`src/rtl/inst_buffer_pkg.sv`:
```
// Shared fetch/decode types and default sizes for the instruction buffer.
package inst_buffer_pkg;

   localparam int FETCH_WIDTH  = 1;
   localparam int DECODE_WIDTH = 2;
   localparam int IB_DEPTH     = 16;

   typedef struct packed {
      logic [31:0] pc;
      logic [31:0] inst;
   } fb_entry_t;

endpackage

```
`src/rtl/inst_buffer_mem.sv`:
```
// Circular register array for inst_buffer: FETCH_WIDTH write ports at
// consecutive addresses, OUT_WIDTH combinational read ports at consecutive
// addresses. Addresses wrap modulo DEPTH. Contents are not reset.
module inst_buffer_mem
   import inst_buffer_pkg::*;
#(
   parameter int DEPTH     = IB_DEPTH,
   parameter int WR_PORTS  = FETCH_WIDTH,
   parameter int RD_PORTS  = DECODE_WIDTH
) (
   input  logic                            clock,
   input  logic                            wr_en_i,
   input  logic [$clog2(DEPTH)-1:0]        wr_addr_i,
   input  fb_entry_t [WR_PORTS-1:0]        wr_data_i,
   input  logic [$clog2(DEPTH)-1:0]        rd_addr_i,
   output fb_entry_t [RD_PORTS-1:0]        rd_data_o
);
   localparam int AW = $clog2(DEPTH);

   fb_entry_t mem_q [DEPTH];

   // Write the whole fetch group starting at the tail slot.
   always_ff @(posedge clock) begin
      if (wr_en_i) begin
         for (int w = 0; w < WR_PORTS; w++) begin
            mem_q[wr_addr_i + AW'(w)] <= wr_data_i[w];
         end
      end
   end

   // Present the oldest entries starting at the head slot.
   always_comb begin
      rd_data_o = '0;
      for (int r = 0; r < RD_PORTS; r++) begin
         rd_data_o[r] = mem_q[rd_addr_i + AW'(r)];
      end
   end

endmodule

```
`src/rtl/inst_buffer.sv`:
```
// Decoupling FIFO between instruction fetch and decode. Accepts one fetch
// group per cycle, presents up to OUT_WIDTH oldest entries in program order,
// back-pressures fetch through stall, and empties on flush.
// Optional build macro: INST_BUFFER_PERF_EN adds saturating stall-cycle and
// flush-count performance counters.
module inst_buffer
   import inst_buffer_pkg::*;
#(
   parameter int DEPTH     = IB_DEPTH,
   parameter int OUT_WIDTH = DECODE_WIDTH
) (
   input  logic                          clock,
   input  logic                          reset,
   input  logic                          flush,
   input  fb_entry_t [FETCH_WIDTH-1:0]   insts_in,
   input  logic                          insts_in_valid,
   output logic                          stall,
   output fb_entry_t [OUT_WIDTH-1:0]     insts_out,
   output logic [OUT_WIDTH-1:0]          insts_out_valid,
   input  logic                          insts_out_ready
`ifdef INST_BUFFER_PERF_EN
   ,
   output logic [31:0]                   perf_stall_cycles,
   output logic [31:0]                   perf_flush_count
`endif
);
   localparam int PW = $clog2(DEPTH);
   localparam int CW = $clog2(DEPTH + 1);

   logic [PW-1:0] head_q, head_d;
   logic [PW-1:0] tail_q, tail_d;
   logic [CW-1:0] count_q, count_d;
   logic [CW-1:0] pop_n;
   logic          push;

   // Stall depends on registered count only, so fetch sees no input loop.
   assign stall = (CW'(DEPTH) - count_q) < CW'(FETCH_WIDTH);
   assign push  = insts_in_valid & ~stall & ~flush;

   // Per-slot valid is contiguous from slot 0 and masked during a redirect.
   always_comb begin
      insts_out_valid = '0;
      for (int i = 0; i < OUT_WIDTH; i++) begin
         insts_out_valid[i] = (CW'(i) < count_q) & ~flush;
      end
   end

   // Pointer and occupancy update; flush wins over any push or pop.
   always_comb begin
      pop_n   = '0;
      head_d  = head_q;
      tail_d  = tail_q;
      count_d = count_q;
      if (insts_out_ready && !flush) begin
         pop_n = (count_q < CW'(OUT_WIDTH)) ? count_q : CW'(OUT_WIDTH);
      end
      head_d  = head_q + PW'(pop_n);
      if (push) begin
         tail_d = tail_q + PW'(FETCH_WIDTH);
      end
      count_d = count_q + (push ? CW'(FETCH_WIDTH) : '0) - pop_n;
      if (flush) begin
         head_d  = '0;
         tail_d  = '0;
         count_d = '0;
      end
   end

   // Pointer and count registers; reset has priority over flush.
   always_ff @(posedge clock) begin
      if (reset) begin
         head_q  <= '0;
         tail_q  <= '0;
         count_q <= '0;
      end else begin
         head_q  <= head_d;
         tail_q  <= tail_d;
         count_q <= count_d;
      end
   end

   inst_buffer_mem #(
      .DEPTH    (DEPTH),
      .WR_PORTS (FETCH_WIDTH),
      .RD_PORTS (OUT_WIDTH)
   ) u_mem (
      .clock     (clock),
      .wr_en_i   (push),
      .wr_addr_i (tail_q),
      .wr_data_i (insts_in),
      .rd_addr_i (head_q),
      .rd_data_o (insts_out)
   );

`ifdef INST_BUFFER_PERF_EN
   logic [31:0] perf_stall_q;
   logic [31:0] perf_flush_q;

   // Saturating event counters; flush does not clear them.
   always_ff @(posedge clock) begin
      if (reset) begin
         perf_stall_q <= '0;
         perf_flush_q <= '0;
      end else begin
         if (stall && (perf_stall_q != '1)) begin
            perf_stall_q <= perf_stall_q + 32'd1;
         end
         if (flush && (perf_flush_q != '1)) begin
            perf_flush_q <= perf_flush_q + 32'd1;
         end
      end
   end

   assign perf_stall_cycles = perf_stall_q;
   assign perf_flush_count  = perf_flush_q;
`else
   // Counters are not built.
`endif

endmodule

```
`config.mk`:
```
export PLATFORM = sky130hd
export DESIGN_NAME = inst_buffer
export DESIGN_NICKNAME = d
export VERILOG_FILES = /design/src/rtl/inst_buffer_pkg.sv /design/src/rtl/inst_buffer_mem.sv /design/src/rtl/inst_buffer.sv
export SDC_FILE = /design/constraint.sdc
export NUM_CORES = 1
export LEC_CHECK = 0
export BUFFER_PORTS_ARGS = -buffer_cell sky130_fd_sc_hd__buf_2
export CAP_MARGIN = 20
export CORE_ASPECT_RATIO = 1.4
export CORE_UTILIZATION = 50
export DETAILED_ROUTE_END_ITERATION = 8
export GPL_ROUTABILITY_DRIVEN = 0
export PLACE_DENSITY = 0.68
export SLEW_MARGIN = 15
export SYNTH_ARGS = -nofsm -noshare
export SYNTH_HDL_FRONTEND = slang
export SYNTH_HIERARCHICAL = 1
export SYNTH_SLANG_ARGS = --single-unit
```
`constraint.sdc`:
```
create_clock -name clock -period 7.6 [get_ports clock]
set_clock_uncertainty 0.15 [all_clocks]
set_input_delay 1.14 -clock clock [delete_from_list [all_inputs] [get_ports clock]]
set_output_delay 1.14 -clock clock [all_outputs]
set_load 0.005 [all_outputs]
```
==> run summary <==
Post-synth EDFFs: 1024
Req. time, crit path: 6.31 ns
area leader, netlist: edfxtp_1
Post-Syn Area: 47200 um2
largest net degree at the start of global routing: 143
Leakage: 16.1 nW
CP Cell Sequence: buf_4 > buf_4 > mux4_2 > a22oi_1 > nand2_1 > buf_2
Layout area overhead: 11.7%
die height: 365 um
Syn Nets: 2464
Num CTS Buffers: 99
largest cells by area after synthesis: edfxtp_1 65%, mux4_2 24%, a22oi_1 2.1%
post-route setup TNS: 0 ns
Critical Path AT: 4.17 ns
Final nets: 2640
worst skew pair latency: 0.69 ns
vias in the first global route: 28.0k
first-pass detailed-route iteration total: 5
Core Box Area: 93000 um2
Async SR Flop Fraction: 0
I/O pins: 200
VDD IR max: 0.000171 V
Die Width: 262 um
measured slew at the worst slew-check pin: 1.20 ns
worst min path class: flip-flop to flip-flop
most common cell after layout, fill and taps aside: edfxtp_1
gr ovfl total: 0
Setup Fix Bufs, Post-CTS: 0
share of layout cells above drive strength 1: 0.360
Final Hold Vio Count: 0
CTS Sinks: 1037
Rows: 132
register area: 31000 um2
ys flop type: edfxtp_1
filler cell count: 6806
first-pass GRT wire length: 186000 um
#FFs+latches synth: 1037
Metal-1 WL: 48200 um
Slew headroom: 0.203
Antenna Nets Post-Route: 0
PwrDens: 225 nW/um2
Vias: 26.7k
routed wl met2: 63200 um
hpwl dp: 68100 um
PostCTS Resize Cnt: 0
f_max: 183 MHz
final wirelength: 128000 um
I/O Buffers: 199
Root Driver: clkbuf_16
max layer used: met5
TritonCTS clock tree: built
most frequent cells in the layout: 1024 x edfxtp_1, 512 x mux4_2, 201 x nand2_1
Yosys cell types: 47
Synth Instances: 2378
CTS Hold Bufs: 0
# DRC: 0
final count of pins violating max slew: 0
GRT Total Usage: 0.272
Multi-input gate area: 15300 um2
post-synthesis sequential area ratio: 0.658
CP Max Fanout: 40
Die ar.: 95600 um2
starting density of the core: 0.507
minimum clock period: 5.46 ns
post-synth top area share: 0.652
Critical Path Source Type: flip-flop
Worst path slowest cell: buf_4
Overall Power: 11.9 mW
CP max stage delay: 0.79 ns
Routed met3 length: 12500 um
Setup crit end kind: output port
Worst-path clk slew: 0.06 ns
period utilisation layout: 0.718
Synth Area per Inst: 19.8 um2
DR iter-0 viols: 3153
status: completed
Bufs on Longest Clock Path: 3
drt via density: 6.94
unrepaired setup endpoints after global routing: false
CTS H-tree lvls: 3
critical path's most frequent cell: buf_4
antenna violations before repair: 17
MaxCap Viol Count: 0
Setup CP Type: flip-flop to output port
YS warnings: 6
DR WL/cell: 33.2 um
setup violators final: 0
## metrics by stage
stage | setup slack (ns) | util | hold slack [ns] | instance area, um2 | cells
floorplan | 0.239 | - | 0.323 | 47200 | 2378
global placement | 2.74 | 0.531 | 0.357 | 49400 | 3653
detailed placement | 2.72 | 0.532 | 0.375 | 49500 | 3656
CTS | 1.98 | 0.566 | 0.398 | 52600 | 3838
global route | 1.80 | 0.567 | 0.424 | 52700 | 3846
finish | 2.14 | 0.567 | 0.390 | 52700 | 3851
## cell families (layout without fill, tap and decap cells)
logic type / Yosys count / count (layout) / share of synthesized area
buffers and inverters: 199 / 456 / 0.0217
AOI/OAI and AO/OA: 278 / 278 / 0.0376
and+or+nand+nor: 327 / 327 / 0.0319
muxes: 516 / 516 / 0.245
xor gates and xnor gates: 4 / 4 / 0.00103
DFF: 1037 / 1037 / 0.658
adders and majority gates: 17 / 17 / 0.00483
other: 0 / 10 / 0
## report_power, final
part           internal [mW]  leakage, nW  switching, mW
combinational          0.307         5.22          0.400
sequential              6.33         9.33         0.0287
clock                   2.68         1.53           2.13
## worst max-delay path, delay by kind of cell (launching register included)
| family | cells | cell delay, ns |
|---|---|---|
| AOI/OAI and AO/OA | 1 | 0.22 |
| muxes | 1 | 0.61 |
| buffers and inverters | 3 | 1.67 |
| DFF | 1 | 0.78 |
| and+or+nand+nor | 1 | 0.14 |
## flip-flops by register name (all words and copies together), names as in the netlist
signal	cells
count_q	5
head_q	4
tail_q	4
u_mem/mem_q	1024
## layout make-up
type	instances	share of cell area
clock inverters	67	0.0104
repair buffers	259	0.0314
diodes	10	0.000475
flip-flops and latches	1037	0.589
multi-input cells	1142	0.291
clock buffers	115	0.0486
inverters	15	0.00107
well taps	1206	0.0286
## final timing paths
check	start	to	slack (ns)	depth (start not counted)
max	head_q[1]$_SDFF_PP0_	insts_out[4]	2.14	6
min	tail_q[3]$_SDFFE_PP0P_	tail_q[3]$_SDFFE_PP0P_	0.39	2
max reg2reg	count_q[0]$_SDFF_PP0_	u_mem/mem_q[15][37]$_DFFE_PP_	3.52	8
min reg2reg	tail_q[3]$_SDFFE_PP0P_	tail_q[3]$_SDFFE_PP0P_	0.39	2
## Yosys cell counts, types with 2 or more instances
cell type,number
buf_2,53
clkbuf_1,79
a22oi_1,129
dfxtp_1,13
a21o_1,2
nor2_1,21
nor3_1,6
nand2b_1,4
and2_1,5
fa_1,2
ha_1,15
buf_6,13
inv_1,15
mux2i_1,4
nand2_1,201
nor2b_1,7
a41o_1,2
o21ai_0,131
edfxtp_1,1024
a21oi_2,3
nand3b_1,3
a21oi_1,5
buf_1,9
nand4_1,64
or3_1,3
buf_4,29
nand3_1,3
xor2_1,3
mux4_2,512
## layer usage
| metal | GRT usage | up-vias |
|---|---|---|
| li1 | - | 10600 |
| met1 | 0.370 | 14400 |
| met2 | 0.439 | 1472 |
| met3 | 0.0529 | 244 |
| met4 | 0.0990 | 12 |
| met5 | 0 | - |
(Power assumes the default switching activity.)
